--- config.mk ---
export PLATFORM = sky130hd
export DESIGN_NAME = alu_stream_unit
export DESIGN_NICKNAME = d
export VERILOG_FILES = /design/src/rtl/alu_stream_pkg.sv /design/src/rtl/alu_stream_fifo.sv /design/src/rtl/alu_stream_unit.sv
export SDC_FILE = /design/constraint.sdc
export NUM_CORES = 1
export LEC_CHECK = 0
export ABC_AREA = 1
export ABC_CLOCK_PERIOD_IN_PS = 4000
export BUFFER_PORTS_ARGS = -buffer_cell sky130_fd_sc_hd__buf_2
export CAP_MARGIN = 20
export CORE_ASPECT_RATIO = 2
export CORE_UTILIZATION = 30
export CTS_CLUSTER_DIAMETER = 60
export CTS_CLUSTER_SIZE = 20
export DETAILED_ROUTE_END_ITERATION = 7
export SLEW_MARGIN = 0
export SYNTH_ARGS = -nofsm -noshare
export SYNTH_HDL_FRONTEND = slang
export SYNTH_SLANG_ARGS = --single-unit
--- constraint.sdc ---
create_clock -name clk -period 4 [get_ports clk]
set_input_delay 0.2 -clock clk [delete_from_list [all_inputs] [get_ports clk]]
set_output_delay 0.2 -clock clk [all_outputs]
set_load 0.02 [all_outputs]
--- src/rtl/alu_stream_pkg.sv ---
// alu_stream_pkg: opcodes, illegal-result constant and shared helpers
// for the handshaked ALU stream unit.
package alu_stream_pkg;

  typedef enum logic [3:0] {
    OP_ADD = 4'h0,
    OP_SUB = 4'h1,
    OP_AND = 4'h5,
    OP_OR  = 4'h6,
    OP_XOR = 4'h7
  } opcode_e;

  localparam logic [15:0] ILLEGAL_RESULT = 16'hBAD1;

  // Result flags carried next to the WIDTH-bit result in each entry.
  typedef struct packed {
    logic carry_out;
    logic illegal;
  } res_flags_t;

  function automatic logic op_legal(input logic [3:0] op);
    logic ok;
    ok = 1'b0;
    unique case (op)
      OP_ADD, OP_SUB,
      OP_AND, OP_OR,
      OP_XOR:  ok = 1'b1;
      default: ok = 1'b0;
    endcase
    return ok;
  endfunction

endpackage

--- src/rtl/alu_stream_fifo.sv ---
// alu_stream_fifo: synchronous FIFO with occupancy count, full and empty.
// Ports: push/push_data in, pop/pop_data out, count/full/empty status.
module alu_stream_fifo #(
  parameter int DW = 8,
  parameter int DEPTH = 4,
  localparam int AW = $clog2(DEPTH)
) (
  input  logic          clk,
  input  logic          reset_n,
  input  logic          push,
  input  logic [DW-1:0] push_data,
  input  logic          pop,
  output logic [DW-1:0] pop_data,
  output logic [AW:0]   count,
  output logic          full,
  output logic          empty
);

  logic [DW-1:0] mem [DEPTH];
  logic [AW-1:0] wr_ptr;
  logic [AW-1:0] rd_ptr;
  logic          do_push;
  logic          do_pop;

  assign full    = (count == (AW+1)'(DEPTH));
  assign empty   = (count == '0);
  assign do_pop  = pop && !empty;
  // A push into a full FIFO is allowed only when the head leaves
  // on the same edge.
  assign do_push = push && (!full || do_pop);
  assign pop_data = mem[rd_ptr];

  always_ff @(posedge clk) begin
    if (do_push) mem[wr_ptr] <= push_data;
  end

  always_ff @(posedge clk or negedge reset_n) begin
    if (!reset_n) begin
      wr_ptr <= '0;
      rd_ptr <= '0;
      count  <= '0;
    end else begin
      if (do_push) wr_ptr <= wr_ptr + AW'(1);
      if (do_pop)  rd_ptr <= rd_ptr + AW'(1);
      unique case ({do_push, do_pop})
        2'b10:   count <= count + (AW+1)'(1);
        2'b01:   count <= count - (AW+1)'(1);
        default: count <= count;
      endcase
    end
  end

endmodule

--- src/rtl/alu_stream_unit.sv ---
// alu_stream_unit: registered ALU with valid/ready command and result
// streams, result FIFO, and saturating op/illegal counters.
module alu_stream_unit
  import alu_stream_pkg::*;
#(
  parameter int WIDTH = 16,
  parameter int FIFO_DEPTH = 4
) (
  input  logic             clk,
  input  logic             reset_n,
  input  logic             in_valid,
  output logic             in_ready,
  input  logic [3:0]       in_opcode,
  input  logic [WIDTH-1:0] in_operand_a,
  input  logic [WIDTH-1:0] in_operand_b,
  input  logic             in_carry_in,
  output logic             out_valid,
  input  logic             out_ready,
  output logic [WIDTH-1:0] out_result,
  output logic             out_carry_out,
  output logic             out_illegal,
  output logic [15:0]      op_count,
  output logic [7:0]       illegal_count
);

  localparam int CW = $clog2(FIFO_DEPTH) + 1;
  localparam logic [CW:0] DEPTH_C = (CW+1)'(FIFO_DEPTH);

  typedef struct packed {
    logic [WIDTH-1:0] result;
    res_flags_t       flags;
  } res_t;

  logic             rdy_en;
  logic             accept;
  logic             s1_valid;
  logic [3:0]       s1_op;
  logic [WIDTH-1:0] s1_a;
  logic [WIDTH-1:0] s1_b;
  logic             s1_cin;
  logic [WIDTH:0]   wide;
  res_t             s2_res;
  res_t             head;
  logic [CW-1:0]    fifo_count;
  logic             fifo_full;
  logic             fifo_empty;
  logic [CW:0]      credit_used;

  // Credits cover FIFO entries plus the one in flight in S1, so the
  // S1 result always finds room and S1 never stalls.
  assign credit_used = {1'b0, fifo_count}
                     + {{CW{1'b0}}, s1_valid};
  assign in_ready = rdy_en && !fifo_full
                 && (credit_used < DEPTH_C);
  assign accept   = in_valid && in_ready;

  always_ff @(posedge clk or negedge reset_n) begin
    if (!reset_n) rdy_en <= 1'b0;
    else          rdy_en <= 1'b1;
  end

  always_ff @(posedge clk or negedge reset_n) begin
    if (!reset_n) begin
      s1_valid <= 1'b0;
      s1_op    <= '0;
      s1_a     <= '0;
      s1_b     <= '0;
      s1_cin   <= 1'b0;
    end else begin
      s1_valid <= accept;
      if (accept) begin
        s1_op  <= in_opcode;
        s1_a   <= in_operand_a;
        s1_b   <= in_operand_b;
        s1_cin <= in_carry_in;
      end
    end
  end

  always_comb begin
    s2_res = '0;
    wide   = '0;
    unique case (s1_op)
      OP_ADD: begin
        wide = {1'b0, s1_a} + {1'b0, s1_b}
             + {{WIDTH{1'b0}}, s1_cin};
        s2_res.result          = wide[WIDTH-1:0];
        s2_res.flags.carry_out = wide[WIDTH];
      end
      OP_SUB: begin
        // Top bit of the WIDTH+1 difference is the borrow.
        wide = {1'b0, s1_a} - {1'b0, s1_b}
             - {{WIDTH{1'b0}}, s1_cin};
        s2_res.result          = wide[WIDTH-1:0];
        s2_res.flags.carry_out = wide[WIDTH];
      end
      OP_AND: s2_res.result = s1_a & s1_b;
      OP_OR:  s2_res.result = s1_a | s1_b;
      OP_XOR: s2_res.result = s1_a ^ s1_b;
      default: begin
        s2_res.result        = WIDTH'(ILLEGAL_RESULT);
        s2_res.flags.illegal = 1'b1;
      end
    endcase
  end

  alu_stream_fifo #(
    .DW    ($bits(res_t)),
    .DEPTH (FIFO_DEPTH)
  ) u_fifo (
    .clk       (clk),
    .reset_n   (reset_n),
    .push      (s1_valid),
    .push_data (s2_res),
    .pop       (out_ready),
    .pop_data  (head),
    .count     (fifo_count),
    .full      (fifo_full),
    .empty     (fifo_empty)
  );

  // Outputs read as zero whenever nothing is queued.
  assign out_valid     = !fifo_empty;
  assign out_result    = out_valid ? head.result : '0;
  assign out_carry_out = out_valid && head.flags.carry_out;
  assign out_illegal   = out_valid && head.flags.illegal;

  always_ff @(posedge clk or negedge reset_n) begin
    if (!reset_n) begin
      op_count      <= '0;
      illegal_count <= '0;
    end else if (accept) begin
      if (op_count != '1)
        op_count <= op_count + 16'd1;
      if (!op_legal(in_opcode) && illegal_count != '1)
        illegal_count <= illegal_count + 8'd1;
    end
  end

endmodule

==> run_results.csv <==
group,metric,value,unit
outcome,status,"finished, final reports clean",
synth,yosys.area_share.adder,0.107,
drt,vias,7667,
power_and_ir_drop,p_sw,0.00498,W
sta,report.final.slew_viol_count,0,
sta,hold_violations,0,
sta,worst_pin_slew,892,ps
sta,maxSlewHeadroom,0.402,
drt,first_iter_violations,378,
sta,setup_violations,0,
grt,grt_max_degree,50,
layout,drive_above_1_share,0.109,
critical_path,r2r_start,"s1_a[10]",
synth,synth-compound-area-share,0.0997,
critical_path,required,3800,ps
synth,ys_seq_area_frac,0.442,
cts,clock_sink_count,142,
grt,grt_pass1_wl,38800,µm
floorplanning,dieArea,30300,µm²
critical_path,cp_max_fo,38,
critical_path,cp-end-kind,"output pin",
synth,syn-cell-area,8860,µm²
power_and_ir_drop,power.leakage,5.03,nW
drt,viasPerCell,4.75,
grt,grtUsageMet2,0.339,
sta,tns,0,ps
floorplanning,chipHeight,245,µm
job,maxCapViolations,0,
layout,area_growth,20.1,%
critical_path,startpoint_type,"flip-flop",
drt,wl_per_cell,15.3,µm
placed_design,dp_hpwl,19200,µm
critical_path,critPathTopFamily,"buffers and inverters",
power_and_ir_drop,switching_share,0.500,
grt,grt_busiest_layer,"met2",
critical_path,critPathArrivalTime,2700,ps
cts,cts_resized,0,
power_and_ir_drop,power_frac_seq,0.239,
synth,yosysWarningCount,0,
floorplanning,coreArea,29000,µm²
floorplanning,rows,88,
critical_path,ff2ff_path_depth,10,
cts,clockRootBuffer,"clkbuf_16",
cts,clk_path_buf_depth,2,
hold_path,hp-class,"in -> reg",
placed_design,gp_congestion,0.958,
synth,synth.net_count,1232,
cts,cts_max_level,4,
grt,met3_usage,0.0281,
sta,period_share,0.725,
floorplanning,die_x,123,µm
sta,setup_slack,1100,ps
power_and_ir_drop,vdd_drop_max,0.356,mV
critical_path,cp_slowest_cell,"clkinv_1",
drt,drc,0,
floorplanning,ios,85,
cts,clkLatencyLatePin,430,ps
layout,layout.nets,1355,
synth,syn_inst,1118,
synth,avgSynthCellArea,7.92,µm²
power_and_ir_drop,p_per_area,936,nW/µm²
cts,clk_pin_slew,60,ps
power_and_ir_drop,clockPowerShare,0.164,
sta,clock_skew,10.2,ps
critical_path,cp.buffers_inverters,3,
cts,cts_tree,"built",
critical_path,worstSetupPathDepth,5,
grt,grtUsageMet1,0.153,
grt,first_global_vias,7729,
hold_path,min-delay-start,"in_operand_b[4]",
placed_design,portBuffers,84,
grt,grt_overflow,0,
synth,synth_top_family_by_area,"simple AND/OR/NAND/NOR gates",
cts,cts_setup_buffers,0,
drt,wl,24600,µm
sta,final.min_clock_period,2900,ps
synth,synth_cell_type_count,37,
critical_path,r2r_slack,1400,ps
critical_path,crit_type,"reg -> out",
critical_path,r2r-end,"u_fifo.mem[1][14]",
grt,grt_usage,0.172,
hold_path,whs_path_depth,3,
power_and_ir_drop,p_int,0.00498,W
sta,rsz0062_at_grt,"no",
layout,fill_cells,2972,
floorplanning,start_util,0.306,
layout,layout_commonest_cell,"nand2_1",
hold_path,min_to,"s1_b[4]",
power_and_ir_drop,pwr-share-comb,0.597,
layout,final_cell_mix,"nand2_1, inv_1, nor2_1",
drt,ant_nets,0,
synth,synth_xor_area_frac,0.0257,
sta,fmax,345,MHz
drt,dr.pass1.iters,5,
critical_path,max_stage_delay,820,ps
synth,synth-seq-cells,142,
cts,hold_buffers,35,
synth,synth_mux_area_frac,0.00127,
placed_design,pre_cts_ws,1450,ps
critical_path,crit_path_cell_trace,"buf_4 > clkinv_1 > o21ai_0 > a21oi_1 > buf_2",
grt,antenna_found_initial,1,
synth,synth-simple-area-share,0.232,
cts,cts_buffers,17,
-- cell families after synthesis --
logic type                 Yosys count
and+or+nand+nor                    503
buffers and inverters              205
AOI/OAI and AO/OA                  167
DFF                                142
adders and majority gates           73
xor gates and xnor gates            26
other                                1
muxes                                1
-- sequential cells by signal, indices dropped and copies added, names as in the netlist --
signal         count
u_fifo.mem        72
s1_op              4
s1_b              16
u_fifo.wr_ptr      2
rdy_en             1
s1_a              16
u_fifo.rd_ptr      2
s1_valid           1
op_count          16
illegal_count      8
u_fifo.count       3
s1_cin             1
-- Yosys cell counts --
cell | number | area share
nand2_1 | 264 | 0.11
inv_1 | 174 | 0.074
nor2_1 | 145 | 0.061
o21ai_0 | 100 | 0.057
edfxtp_1 | 72 | 0.24
dfrtp_1 | 70 | 0.20
ha_1 | 68 | 0.096
nand3_1 | 61 | 0.034
a21oi_1 | 48 | 0.027
xor2_1 | 19 | 0.019
nor3_1 | 14 | 0.0079
buf_2 | 11 | 0.0062
clkbuf_1 | 9 | 0.0038
xnor2_1 | 7 | 0.0069
nand3b_1 | 6 | 0.0051
fa_1 | 5 | 0.011
nand4_1 | 5 | 0.0035
o22ai_1 | 5 | 0.0035
buf_4 | 4 | 0.0034
clkinv_1 | 4 | 0.0017
a211oi_1 | 3 | 0.0025
a221oi_1 | 3 | 0.0030
nand2_2 | 3 | 0.0021
o211ai_1 | 3 | 0.0025
buf_6 | 2 | 0.0025
o21ai_1 | 2 | 0.0011
conb_1 | 1 | 0.00042
inv_2 | 1 | 0.00042
mux2_2 | 1 | 0.0013
nand4_2 | 1 | 0.0014
nor2_2 | 1 | 0.00071
nor2_4 | 1 | 0.0013
nor3_2 | 1 | 0.0011
o2111ai_1 | 1 | 0.00099
o211ai_2 | 1 | 0.0014
o21ai_2 | 1 | 0.00099
or2_2 | 1 | 0.00071
-- power by group through the flow --
stage | clock network (W) | registers [W] | logic [W]
6_report | 0.00163 | 0.00238 | 0.00595
4_1_cts | 0.00167 | 0.00238 | 0.00597
5_1_grt | 0.00173 | 0.00243 | 0.00673
3_5_place_dp | 0 | 0.00241 | 0.00592
2_1_floorplan | 0 | 0.00241 | 0.00412
3_3_place_gp | 0 | 0.00239 | 0.00587
-- metal layers --
metal	up-vias	share of wire
met5	-	0
met4	0	0.058
met3	74	0.031
met2	188	0.58
met1	3593	0.33
li1	3812	-
-- tightest hold or removal path: stages --
cell and delay (ps):
buf_2 80, nand2_1 60, o21ai_0 70
-- per-stage QoR --
step	hold WS, ps	instance area, µm²	utilization	total power (W)	cells
CTS	0.895	10600	0.367	0.0100	1614
detailed placement	177	9670	0.334	0.00833	1547
global route	27.5	10600	0.367	0.0109	1615
global placement	166	9670	0.334	0.00826	1547
finish	19.8	10600	0.367	0.00996	1615
floorplan	-95.6	8860	-	0.00653	1118
-- how the worst max path moves through the flow --
stage | slack, ps | endpoint | start
5_1_grt | 770 | out_result[8] | u_fifo.rd_ptr[0]
6_report | 1100 | out_result[6] | u_fifo.rd_ptr[0]
3_3_place_gp | 1470 | u_fifo.mem[1][11] | s1_a[4]
3_5_place_dp | 1450 | u_fifo.mem[1][16] | s1_b[0]
4_1_cts | 980 | out_result[15] | u_fifo.rd_ptr[0]
2_1_floorplan | 1760 | u_fifo.mem[0][6] | s1_a[0]
-- area by class of cell --
type | instances | area, µm² | share of cell area
clock buffers | 17 | 425 | 0.0400
repair buffers | 130 | 856 | 0.0805
inverters | 179 | 672 | 0.0632
diodes | 1 | 2.50 | 0.000235
multi-input cells | 771 | 4130 | 0.388
flip-flops and latches | 142 | 3910 | 0.368
clock inverters | 15 | 184 | 0.0173
well taps | 360 | 450 | 0.0424
No activity file was read; power rests on OpenSTA's default activity.
